`src/rtl/riscv_md_pkg.sv`:
```
// Shared encodings and constants for the RV32M multiply/divide sequencer.
// The EX_MULDIV_FAST_MUL_EN macro (single-cycle multiply) is consumed by the modules that import this package.
package riscv_md_pkg;

   localparam int          MD_XLEN   = 32;
   localparam int          MD_ITER   = 32;
   localparam logic [31:0] DIV0_QUOT = 32'hFFFF_FFFF;

   typedef enum logic [2:0] {
      MD_MUL    = 3'b000,
      MD_MULH   = 3'b001,
      MD_MULHSU = 3'b010,
      MD_MULHU  = 3'b011,
      MD_DIV    = 3'b100,
      MD_DIVU   = 3'b101,
      MD_REM    = 3'b110,
      MD_REMU   = 3'b111
   } md_op_e;

   typedef enum logic [1:0] {
      ST_IDLE = 2'b00,
      ST_RUN  = 2'b01,
      ST_DONE = 2'b10
   } md_state_e;

   // rs1 is treated as two's complement for these ops
   function automatic logic md_a_signed(input logic [2:0] f3);
      logic s;
      case (f3)
         MD_MULH, MD_MULHSU, MD_DIV, MD_REM: s = 1'b1;
         default:                            s = 1'b0;
      endcase
      return s;
   endfunction

   function automatic logic md_b_signed(input logic [2:0] f3);
      logic s;
      case (f3)
         MD_MULH, MD_DIV, MD_REM: s = 1'b1;
         default:                 s = 1'b0;
      endcase
      return s;
   endfunction

endpackage

```
`src/rtl/ex_muldiv_ctrl_if.sv`:
```
// Pipeline-side handshake between the EX stage and the multiply/divide sequencer.
// Shared by builds with and without EX_MULDIV_FAST_MUL_EN.
interface ex_muldiv_ctrl_if;
   import riscv_md_pkg::*;

   logic               ex_valid;
   logic               is_md;
   logic [2:0]         funct3;
   logic [MD_XLEN-1:0] op_a;
   logic [MD_XLEN-1:0] op_b;
   logic               ex_flush;
   logic               stall_req;
   logic               md_done;
   logic [MD_XLEN-1:0] md_result;
   logic               busy;

   modport master (
      output ex_valid, is_md, funct3, op_a, op_b, ex_flush,
      input  stall_req, md_done, md_result, busy
   );

   modport slave (
      input  ex_valid, is_md, funct3, op_a, op_b, ex_flush,
      output stall_req, md_done, md_result, busy
   );

endinterface

```
`src/rtl/md_iter_dp.sv`:
```
// Radix-2 shift-add multiply / restoring divide datapath with final sign fix.
// With EX_MULDIV_FAST_MUL_EN defined, multiplies load the full product at start.
module md_iter_dp
   import riscv_md_pkg::*;
#(
   parameter int XLEN = MD_XLEN,
   parameter int ITER = MD_ITER
) (
   input  logic            clock,
   input  logic            reset_n,
   input  logic            start,
   input  logic            step,
   input  logic            abort,
   input  logic [2:0]      funct3,
   input  logic [XLEN-1:0] op_a,
   input  logic [XLEN-1:0] op_b,
   output logic            cnt_last,
   output logic [XLEN-1:0] result
);

   localparam int              CW     = $clog2(ITER);
   localparam logic [XLEN-1:0] ZERO_X = {XLEN{1'b0}};
   localparam logic [XLEN-1:0] ONES_X = {XLEN{1'b1}};
   localparam logic [XLEN-1:0] MIN_X  = {1'b1, {(XLEN-1){1'b0}}};

   logic [XLEN-1:0]   a_raw_q;
   logic [XLEN-1:0]   opb_q;
   logic [2*XLEN-1:0] acc_q;
   logic [CW-1:0]     cnt_q;
   logic [2:0]        f3_q;
   logic              neg_q;
   logic              rneg_q;
   logic              div0_q;
   logic              ovf_q;

   logic              a_neg_s;
   logic              b_neg_s;
   logic              div0_s;
   logic              ovf_s;
   logic [XLEN-1:0]   abs_a_s;
   logic [XLEN-1:0]   abs_b_s;
   logic [XLEN:0]     sum_s;
   logic [XLEN:0]     shl_s;
   logic [XLEN:0]     diff_s;
   logic [2*XLEN-1:0] mul_nxt_s;
   logic [2*XLEN-1:0] div_nxt_s;
   logic [2*XLEN-1:0] acc_nxt_s;
   logic [2*XLEN-1:0] prod_fix_s;
   logic [XLEN-1:0]   quot_s;
   logic [XLEN-1:0]   rem_s;

   assign a_neg_s = md_a_signed(funct3) & op_a[XLEN-1];
   assign b_neg_s = md_b_signed(funct3) & op_b[XLEN-1];
   assign abs_a_s = a_neg_s ? (ZERO_X - op_a) : op_a;
   assign abs_b_s = b_neg_s ? (ZERO_X - op_b) : op_b;
   assign div0_s  = funct3[2] && (op_b == ZERO_X);
   assign ovf_s   = ((funct3 == MD_DIV) || (funct3 == MD_REM)) &&
                    (op_a == MIN_X) && (op_b == ONES_X);
   assign cnt_last = (cnt_q == CW'(ITER - 1));

`ifdef EX_MULDIV_FAST_MUL_EN
   logic signed [2*XLEN-1:0] fa_s;
   logic signed [2*XLEN-1:0] fb_s;
   logic signed [2*XLEN-1:0] fprod_s;

   // 33x33 signed product: the 33rd bit is the op's sign extension of each operand
   assign fa_s    = {{XLEN{md_a_signed(funct3) & op_a[XLEN-1]}}, op_a};
   assign fb_s    = {{XLEN{md_b_signed(funct3) & op_b[XLEN-1]}}, op_b};
   assign fprod_s = fa_s * fb_s;
`endif

   // One iteration: acc holds {partial product hi, multiplier} or {remainder, dividend/quotient}
   always_comb begin
      sum_s     = {1'b0, acc_q[2*XLEN-1:XLEN]} + (acc_q[0] ? {1'b0, opb_q} : {1'b0, ZERO_X});
      mul_nxt_s = {sum_s, acc_q[XLEN-1:1]};
      shl_s     = {acc_q[2*XLEN-1:XLEN], acc_q[XLEN-1]};
      diff_s    = shl_s - {1'b0, opb_q};
      if (!diff_s[XLEN]) begin
         div_nxt_s = {diff_s[XLEN-1:0], acc_q[XLEN-2:0], 1'b1};
      end else begin
         div_nxt_s = {shl_s[XLEN-1:0], acc_q[XLEN-2:0], 1'b0};
      end
      acc_nxt_s = f3_q[2] ? div_nxt_s : mul_nxt_s;
   end

   // Operand capture, iteration counter and accumulator
   always_ff @(posedge clock or negedge reset_n) begin
      if (!reset_n) begin
         a_raw_q <= ZERO_X;
         opb_q   <= ZERO_X;
         acc_q   <= {(2*XLEN){1'b0}};
         cnt_q   <= {CW{1'b0}};
         f3_q    <= 3'b000;
         neg_q   <= 1'b0;
         rneg_q  <= 1'b0;
         div0_q  <= 1'b0;
         ovf_q   <= 1'b0;
      end else if (abort) begin
         cnt_q <= {CW{1'b0}};
      end else if (start) begin
         a_raw_q <= op_a;
         opb_q   <= abs_b_s;
         f3_q    <= funct3;
         cnt_q   <= {CW{1'b0}};
         rneg_q  <= a_neg_s;
         div0_q  <= div0_s;
         ovf_q   <= ovf_s;
`ifdef EX_MULDIV_FAST_MUL_EN
         if (!funct3[2]) begin
            acc_q <= fprod_s;
            neg_q <= 1'b0;
         end else begin
            acc_q <= {ZERO_X, abs_a_s};
            neg_q <= a_neg_s ^ b_neg_s;
         end
`else
         acc_q <= {ZERO_X, abs_a_s};
         neg_q <= a_neg_s ^ b_neg_s;
`endif
      end else if (step) begin
         acc_q <= acc_nxt_s;
         cnt_q <= cnt_q + CW'(1);
      end
   end

   // Final select; special cases override the iterated quotient/remainder
   always_comb begin
      prod_fix_s = neg_q ? ({(2*XLEN){1'b0}} - acc_q) : acc_q;
      if (div0_q) begin
         quot_s = DIV0_QUOT;
         rem_s  = a_raw_q;
      end else if (ovf_q) begin
         quot_s = MIN_X;
         rem_s  = ZERO_X;
      end else begin
         quot_s = neg_q  ? (ZERO_X - acc_q[XLEN-1:0])      : acc_q[XLEN-1:0];
         rem_s  = rneg_q ? (ZERO_X - acc_q[2*XLEN-1:XLEN]) : acc_q[2*XLEN-1:XLEN];
      end
      case (f3_q)
         MD_MUL:                      result = prod_fix_s[XLEN-1:0];
         MD_MULH, MD_MULHSU, MD_MULHU: result = prod_fix_s[2*XLEN-1:XLEN];
         MD_DIV, MD_DIVU:             result = quot_s;
         MD_REM, MD_REMU:             result = rem_s;
         default:                     result = ZERO_X;
      endcase
   end

endmodule

```
`src/rtl/ex_muldiv_ctrl.sv`:
```
// EX-stage sequencer for RV32M ops: stalls the front end, steps md_iter_dp, emits a one-cycle result.
// Define EX_MULDIV_FAST_MUL_EN to finish multiplies in the accept cycle (IDLE -> DONE).
module ex_muldiv_ctrl
   import riscv_md_pkg::*;
#(
   parameter int XLEN = MD_XLEN,
   parameter int ITER = MD_ITER
) (
   input logic              clock,
   input logic              reset_n,
   ex_muldiv_ctrl_if.slave  md_if
);

   md_state_e       state_q;
   md_state_e       state_d;
   logic            busy_q;
   logic            start_s;
   logic            step_s;
   logic            done_s;
   logic            cnt_last_s;
   logic [XLEN-1:0] dp_result_s;

   assign start_s = (state_q == ST_IDLE) && md_if.ex_valid && md_if.is_md && !md_if.ex_flush;
   assign step_s  = (state_q == ST_RUN) && !md_if.ex_flush;
   assign done_s  = (state_q == ST_DONE) && !md_if.ex_flush;

   assign md_if.stall_req = md_if.ex_valid && md_if.is_md && !md_if.ex_flush &&
                            ((state_q == ST_IDLE) || (state_q == ST_RUN));
   assign md_if.md_done   = done_s;
   assign md_if.md_result = done_s ? dp_result_s : {XLEN{1'b0}};
   assign md_if.busy      = busy_q;

   // Next state: flush wins over start and over completion
   always_comb begin
      state_d = state_q;
      case (state_q)
         ST_IDLE: begin
            if (md_if.ex_flush) begin
               state_d = ST_IDLE;
            end else if (start_s) begin
`ifdef EX_MULDIV_FAST_MUL_EN
               state_d = md_if.funct3[2] ? ST_RUN : ST_DONE;
`else
               state_d = ST_RUN;
`endif
            end else begin
               state_d = ST_IDLE;
            end
         end
         ST_RUN: begin
            if (md_if.ex_flush) begin
               state_d = ST_IDLE;
            end else if (cnt_last_s) begin
               state_d = ST_DONE;
            end else begin
               state_d = ST_RUN;
            end
         end
         ST_DONE: state_d = ST_IDLE;
         default: state_d = ST_IDLE;
      endcase
   end

   // State register with registered busy flag
   always_ff @(posedge clock or negedge reset_n) begin
      if (!reset_n) begin
         state_q <= ST_IDLE;
         busy_q  <= 1'b0;
      end else begin
         state_q <= state_d;
         busy_q  <= (state_d != ST_IDLE);
      end
   end

   md_iter_dp #(
      .XLEN (XLEN),
      .ITER (ITER)
   ) u_dp (
      .clock    (clock),
      .reset_n  (reset_n),
      .start    (start_s),
      .step     (step_s),
      .abort    (md_if.ex_flush),
      .funct3   (md_if.funct3),
      .op_a     (md_if.op_a),
      .op_b     (md_if.op_b),
      .cnt_last (cnt_last_s),
      .result   (dp_result_s)
   );

endmodule
```
`src/flat_wrapper.sv`:
```
// flat-port wrapper written by rule: the top's interface ports become plain ports
module ex_muldiv_ctrl_flat import riscv_md_pkg::*;
#(
   parameter int XLEN = MD_XLEN,
   parameter int ITER = MD_ITER
)
  (clock, reset_n, md_if_ex_valid, md_if_is_md, md_if_funct3, md_if_op_a, md_if_op_b, md_if_ex_flush, md_if_stall_req, md_if_md_done, md_if_md_result, md_if_busy);
  ex_muldiv_ctrl_if md_if_i ();
  input logic clock;
  input logic reset_n;
  input wire logic [$bits(md_if_i.ex_valid)-1:0] md_if_ex_valid;
  input wire logic [$bits(md_if_i.is_md)-1:0] md_if_is_md;
  input wire logic [$bits(md_if_i.funct3)-1:0] md_if_funct3;
  input wire logic [$bits(md_if_i.op_a)-1:0] md_if_op_a;
  input wire logic [$bits(md_if_i.op_b)-1:0] md_if_op_b;
  input wire logic [$bits(md_if_i.ex_flush)-1:0] md_if_ex_flush;
  output wire logic [$bits(md_if_i.stall_req)-1:0] md_if_stall_req;
  output wire logic [$bits(md_if_i.md_done)-1:0] md_if_md_done;
  output wire logic [$bits(md_if_i.md_result)-1:0] md_if_md_result;
  output wire logic [$bits(md_if_i.busy)-1:0] md_if_busy;
  assign md_if_i.ex_valid = md_if_ex_valid;
  assign md_if_i.is_md = md_if_is_md;
  assign md_if_i.funct3 = md_if_funct3;
  assign md_if_i.op_a = md_if_op_a;
  assign md_if_i.op_b = md_if_op_b;
  assign md_if_i.ex_flush = md_if_ex_flush;
  assign md_if_stall_req = md_if_i.stall_req;
  assign md_if_md_done = md_if_i.md_done;
  assign md_if_md_result = md_if_i.md_result;
  assign md_if_busy = md_if_i.busy;
  ex_muldiv_ctrl #(.XLEN(XLEN), .ITER(ITER)) u_core (.clock(clock), .reset_n(reset_n), .md_if(md_if_i));
endmodule
```
`config.mk`:
```
export PLATFORM = sky130hd
export DESIGN_NAME = ex_muldiv_ctrl_flat
export DESIGN_NICKNAME = d
export VERILOG_FILES = /design/src/rtl/riscv_md_pkg.sv /design/src/rtl/ex_muldiv_ctrl_if.sv /design/src/rtl/md_iter_dp.sv /design/src/rtl/ex_muldiv_ctrl.sv /design/src/flat_wrapper.sv
export SDC_FILE = /design/constraint.sdc
export NUM_CORES = 1
export LEC_CHECK = 0
export CELL_PAD_IN_SITES_DETAIL_PLACEMENT = 0
export CELL_PAD_IN_SITES_GLOBAL_PLACEMENT = 1
export CORE_ASPECT_RATIO = 0.6
export CORE_MARGIN = 2
export CORE_UTILIZATION = 41
export DETAILED_ROUTE_END_ITERATION = 12
export GPL_ROUTABILITY_DRIVEN = 1
export PLACE_DENSITY_LB_ADDON = 0.1
export SYNTH_ARGS = -nofsm -noshare
export SYNTH_HDL_FRONTEND = slang
export SYNTH_HIERARCHICAL = 1
export SYNTH_SLANG_ARGS = --single-unit
```
`constraint.sdc`:
```
create_clock -name clock -period 4.25 [get_ports clock]
set_clock_uncertainty 0.15 [all_clocks]
set_input_delay 1.275 -clock clock [delete_from_list [all_inputs] [get_ports clock]]
set_output_delay 1.275 -clock clock [all_outputs]
set_load 0.05 [all_outputs]
```
== After elaboration in Yosys (flattened, before gate mapping) ==
Index checks and enable logic that the tools add are counted.

* $add $sub $neg: 8
* Eq/ne operators: 16
* Multiplexer cells: 26
* Bitwise operators: 4
* Reductions and logical operators: 27

{| class="wikitable"
|+ Operators with widths
! kind !! number
|-
| 32-bit two-way mux || 10
|-
| 64-bit two-way mux || 5
|-
| 32-bit one-hot mux with 4 select lines || 1
|-
| 1-bit by 32-bit subtractor with 32-bit output (first input constant) || 4
|-
| 32-bit == test (second input constant) || 2
|-
| 1-bit by 64-bit subtractor with 64-bit output (first input constant) || 1
|-
| 32-bit by 32-bit adder with 33-bit output || 1
|-
| 33-bit by 32-bit subtractor with 33-bit output || 1
|-
| 32-bit zero test || 1
|-
| 3-bit == test (second input constant) || 6
|-
| 5-bit two-way mux || 3
|-
| 1-bit logical AND || 11
|-
| 3-bit by 2-bit == test with 1-bit output (second input constant) || 3
|-
| 3-bit by 1-bit == test with 1-bit output (second input constant) || 2
|-
| 2-bit two-way mux || 3
|-
| 3-bit OR reduction || 2
|-
| 5-bit by 1-bit adder with 5-bit output (second input constant) || 1
|-
| 5-bit == test (second input constant) || 1
|-
| 2-bit one-hot mux with 2 select lines || 1
|-
| 2-bit AND reduction || 2
|-
| 2-bit nonzero test || 2
|-
| 2-bit OR reduction || 2
|-
| 4-bit OR reduction || 1
|-
| 3-bit zero test || 1
|-
| other kinds (10) || 14
|}

* Register bits: 143
* Input bits: 72
* Logic and storage cells: 92

== Depth between registers and ports, before layout ==
* Depth after elaboration: 8
* Mapped depth: 14

== By module ==
The synthesis kept the hierarchy.

{| class="wikitable"
|+ By module, submodules not included
! module !! times used !! cells an instance !! area each (um^2)
|-
| md_iter_dp || 1 || 1,904 || 14,204.9
|-
| ex_muldiv_ctrl || 1 || 49 || 402.9
|}

== Least setup slack after synthesis ==
No wires, ideal clock.

* Kind: register to output
* From: reg u_core.u_dp.acc_q[0]
* To: out md_if_md_result[10]
* Arrival: 3.369 ns
* Slack: -0.544 ns
* Cell stages (with the launch flop): 13
* Path buffers: 1
* Cells stage by stage: dfrtp_1 -> inv_1 -> clkbuf_1 -> ha_1 -> or4b_2 -> nor2_1 -> and3_1 -> nand2_1 -> or3_1 -> o41ai_1 -> xor2_1 -> o21ai_0 -> and2_1

* Cells in the longest elaborated chain, start to end: 6

{| class="wikitable"
|+ RTL lines
! what !! line !! source
|-
| from (decl) || md_iter_dp.sv:28 || <nowiki>logic [2*XLEN-1:0] acc_q;</nowiki>
|-
| from (signal assigned) || md_iter_dp.sv:91 || <nowiki>acc_q <= {(2*XLEN){1'b0}};</nowiki>
|-
| from (signal assigned) || md_iter_dp.sv:117 || <nowiki>acc_q <= {ZERO_X, abs_a_s};</nowiki>
|-
| from (signal assigned) || md_iter_dp.sv:121 || <nowiki>acc_q <= acc_nxt_s;</nowiki>
|-
| 1-bit by 32-bit subtractor with 32-bit output || md_iter_dp.sv:136 || <nowiki>quot_s = neg_q ? (ZERO_X - acc_q[XLEN-1:0]) : acc_q[XLEN-1:0];</nowiki>
|-
| 32-bit two-way mux || md_iter_dp.sv:136 ||
|-
| 32-bit two-way mux || md_iter_dp.sv:132 || <nowiki>end else if (ovf_q) begin</nowiki>
|-
| 32-bit two-way mux || md_iter_dp.sv:129 || <nowiki>if (div0_q) begin</nowiki>
|-
| 32-bit one-hot mux with 4 select lines * || md_iter_dp.sv:139 || <nowiki>case (f3_q)</nowiki>
|-
| via u_core.dp_result_s[10] || ex_muldiv_ctrl.sv:21 || <nowiki>logic [XLEN-1:0] dp_result_s;</nowiki>
|-
| 32-bit two-way mux * || ex_muldiv_ctrl.sv:30 || <nowiki>assign md_if.md_result = done_s ? dp_result_s : {XLEN{1'b0}};</nowiki>
|-
| to (decl) || flat_wrapper.sv:19 || <nowiki>output wire logic [$bits(md_if_i.md_result)-1:0] md_if_md_result;</nowiki>
|}

The timed path passes the listed nets; every way through them passes the cells marked *.

== Final worst setup path ==
* From: reg u_core.u_dp.acc_q[32]
* To: out md_if_md_result[24]

* Cells in the longest elaborated chain, start to end: 6

{| class="wikitable"
|+ RTL lines
! what !! line !! source
|-
| 1-bit by 32-bit subtractor with 32-bit output || md_iter_dp.sv:137 || <nowiki>rem_s = rneg_q ? (ZERO_X - acc_q[2*XLEN-1:XLEN]) : acc_q[2*XLEN-1:XLEN];</nowiki>
|-
| 32-bit two-way mux || md_iter_dp.sv:137 ||
|-
| 32-bit two-way mux || md_iter_dp.sv:132 ||
|-
| 32-bit two-way mux || md_iter_dp.sv:129 ||
|-
| 32-bit one-hot mux with 4 select lines * || md_iter_dp.sv:139 ||
|-
| via u_core.dp_result_s[24] || ex_muldiv_ctrl.sv:21 ||
|-
| 32-bit two-way mux * || ex_muldiv_ctrl.sv:30 ||
|}

Marks and branches as above.

==> flow_summary_export.csv <==
group,metric,value,unit
die,die_h,150,µm
synth,synth-edff-count,0,
clock_tree,cts_buffers,17,
sta,slew_violations,0,
placement,place_area,0.0177,mm²
worst_setup_path,worst-endpoint-required,2.82,ns
synth,synthArstFlopShare,1.00,
min_path,whs_endpoint,"u_core/u_dp/a_raw_q[2]",
global_route,grt_max_degree,110,
placement,dp_hpwl,45700,µm
min_path,hold_depth,2,
power,ir_drop,0.000385,V
sta,min_period_over_period,1.21,
detailed_routing,vias_per_cell,5.90,
sta,hold_viol,0,
placement,gp_congestion,0.939,
global_route,grt_pass1_vias,14569,
status,violations,"setup timing",
sta,timing.hold.ws,0.322,ns
synth,synth_cell_types,83,
sta,setup_viol,32,
synth,ys_seq_elements,143,
sta,fmax,194,MHz
global_route,antenna_found_initial,2,
clock_tree,htree_levels,4,
synth,ys.flop_type,"dfrtp_1",
synth,synthesis.nets,2098,
worst_setup_path,worstPathMaxFanout,4,
clock_tree,cts.clk_slew.worst_paths,0.07,ns
synth,synth_top_area_cell,"dfrtp_1",
final_layout,drive_gt1_frac,0.222,
synth,yosys_warnings,6,
synth,synth-compound-area-share,0.243,
detailed_routing,wl,59300,µm
clock_tree,clk_latency,0.45,ns
worst_setup_path,worstSetupStartpointType,"register",
die,fp.dieArea,0.0372,mm²
synth,synth_top_family_by_area,"compound AO/OA/AOI/OAI gates",
final_layout,antennaDiodeCount,0,
synth,synth-xor-area-share,0.125,
global_route,grtUsageTotal,0.317,
worst_setup_path,rr_worst_depth,16,
synth,synth_mux_area_frac,0.0413,
sta,period_minus_slack,5.15,ns
min_path,hold_start,"u_core/u_dp/a_raw_q[2]",
final_layout,area_growth,33.6,%
die,dieWidth,248,µm
detailed_routing,drc,0,
sta,slew_headroom,0.296,
synth,synth_top_area_share,0.245,
detailed_routing,first_iter_violations,1688,
placement,portBuffers,106,
final_layout,nFillCells,3284,
placement,placedCellCount,2591,
synth,synthSimpleGateAreaFrac,0.230,
sta,rsz0062_at_grt,"yes",
clock_tree,clock-sinks,143,
synth,synth_fa_ha_area_frac,0.0636,
worst_setup_path,reg2reg_from,"u_core/u_dp/acc_q[0]",
detailed_routing,dr.pass1.iters,5,
global_route,grt_overflow_total,0,
final_layout,num-nets-final,2330,
global_route,grt_pass1_wl,88800,µm
final_layout,instances_no_fill,2664,
clock_tree,root_buffer,"clkbuf_16",
die,io_pins,107,
worst_setup_path,crit_type,"register to output port",
worst_setup_path,critical_path_arrival,3.72,ns
synth,syn_avg_cell_area,7.48,µm²
die,core,0.0351,mm²
final_layout,design_area,0.0195,mm²
worst_setup_path,end_kind,"output port",
placement,place_ws,-0.472,ns
clock_tree,cts_tree,"done",
status,status,"finished, violations left",
power,p_per_area,680,mW/mm²
die,start_util,0.416,
worst_setup_path,timing.rr.end,"u_core/u_dp/acc_q[57]",
synth,yosysSeqAreaShare,0.245,
detailed_routing,num_vias,15725,
detailed_routing,ant_nets,0,
detailed_routing,wl_per_cell,22.2,µm
clock_tree,clockBufferDepth,2,
flow_run,max_cap_viol_count,0,
power,leakage,8.21,nW
synth,netlist_instances,1953,
synth,syn_area,0.0146,mm²
synth,ys_top_cells_by_area,"dfrtp_1 24%, o21ai_0 7.7%, nand2_1 7.4%, xor2_1 6.7%, ha_1 6.1%",
sta,tightest_slew,1.06,ns
min_path,worstHoldPathType,"register to register",
clock_tree,hold_buffers,0,
die,rows,53,
worst_setup_path,rrSetupSlack,0.17,ns
sta,setup_slack,-0.900,ns
-- power by group --
group          switching [mW]  total, mW  internal (mW)
combinational            5.62       9.61           4.00
clock                   0.667       1.54          0.872
sequential              0.341       2.12           1.78
total                    6.62       13.3           6.65
-- how the worst max path moves through the flow --
stage | from | end | slack [ns] | cells after the start
2_1_floorplan | u_core/u_dp/acc_q[32] | md_if_md_result[28] | -0.30 | 13
5_1_grt | u_core/u_dp/acc_q[32] | md_if_md_result[24] | -1.01 | 13
6_report | u_core/u_dp/acc_q[32] | md_if_md_result[24] | -0.90 | 13
4_1_cts | u_core/u_dp/acc_q[32] | md_if_md_result[24] | -0.88 | 13
3_5_place_dp | u_core/u_dp/acc_q[32] | md_if_md_result[24] | -0.47 | 13
3_3_place_gp | u_core/u_dp/acc_q[32] | md_if_md_result[24] | -0.43 | 13
-- critical path, stage by stage (launching register included) --
cell,delay (ns)
dfrtp_1,0.40
inv_2,0.09
ha_4,0.13
or3b_4,0.37
or3_4,0.38
or4_4,0.43
or3_4,0.37
o31ai_4,0.19
xor2_1,0.19
o221ai_1,0.13
nor3_1,0.17
a21oi_1,0.08
and2_4,0.20
buf_12,0.14
-- flip-flops by register name, indices dropped and copies added, names as in the netlist, 2 cells and up --
signal / count
u_core/u_dp/cnt_q: 5
u_core/u_dp/opb_q: 32
u_core/u_dp/a_raw_q: 32
u_core/u_dp/f3_q: 3
u_core/state_q: 2
u_core/u_dp/acc_q: 64
-- cells in the mapped netlist, drive strengths merged, types with 3 or more instances --
library cell and n:
xor2 113, o221ai 24, o22ai 11, xnor2 94, nand4 21, buf 27, or4 20, a311oi 4
a31oi 13, a21o 25, nor2 154, nor2b 13, a21oi 115, nor3 41, nand2 288, clkbuf 107
nand2b 16, dfrtp 143, and3 10, or2 7, or3 26, o41ai 19, o21bai 7, a22oi 22
o21a 9, a31o 6, nand3 22, a221o 4, a21boi 7, a211oi 11, nor3b 4, nand3b 3
o31ai 28, mux2i 58, ha 71, o211ai 10, a221oi 4, a2111oi 3, o21ai 228, and2 46
inv 60, nor4 22
-- stage by stage --
| stage | total power [mW] | util | setup TNS, ns |
|---|---|---|---|
| 2_1_floorplan | 7.50 | - | -1.07 |
| 3_5_place_dp | 10.8 | 0.506 | -4.86 |
| 6_report | 13.3 | 0.556 | -16.22 |
| 3_3_place_gp | 10.8 | 0.506 | -3.99 |
| 4_1_cts | 12.7 | 0.540 | -16.61 |
| 5_1_grt | 14.1 | 0.556 | -19.42 |
-- metal layers --
layer | vias up | share of wire | routed length, µm | GRT usage
li1 | 7421 | - | - | -
met1 | 7630 | 0.51 | 30100 | 0.511
met2 | 628 | 0.38 | 22700 | 0.412
met3 | 46 | 0.098 | 5830 | 0.0836
met4 | 0 | 0.010 | 615 | 0.0557
met5 | - | 0 | 0 | 0
-- cells in the final DEF (no fill, tap or decap), types with 32 or more instances in the layout --
cell type	count
buf_12	41
ha_1	69
and2_4	32
nor2_1	150
inv_1	56
nor3_1	36
nand2_1	269
o21ai_0	185
clkdlybuf4s50_1	71
buf_4	204
a21oi_1	115
xor2_1	104
xnor2_1	89
dfrtp_1	141
mux2i_1	58
-- what timing repair did --
item,4_1_cts,5_1_grt
resized for setup,135,94
setup buffers,20,25
pin swaps,70,64
endpoints found under the setup margin,32,32
gates cloned,1,0
-- kinds of logic (layout without fill, tap and decap cells) --
| group | after synthesis | after routing |
|---|---|---|
| buf+inv | 194 | 438 |
| compound gates | 572 | 572 |
| mux | 60 | 60 |
| fa+ha+maj | 73 | 73 |
| simple gates | 704 | 704 |
| xor+xnor | 207 | 207 |
| flops | 143 | 143 |
-- cell type report --
class,count,area (µm²),share of cell area
multi-input combinational,1616,11100,0.570
sequential,143,3580,0.184
timing repair buffer,347,3420,0.175
tap,467,584,0.0299
clock buffer,18,429,0.0220
inverter,60,228,0.0117
clock inverter,13,150,0.00769
Note: power is estimated with default switching activity, not from simulation.
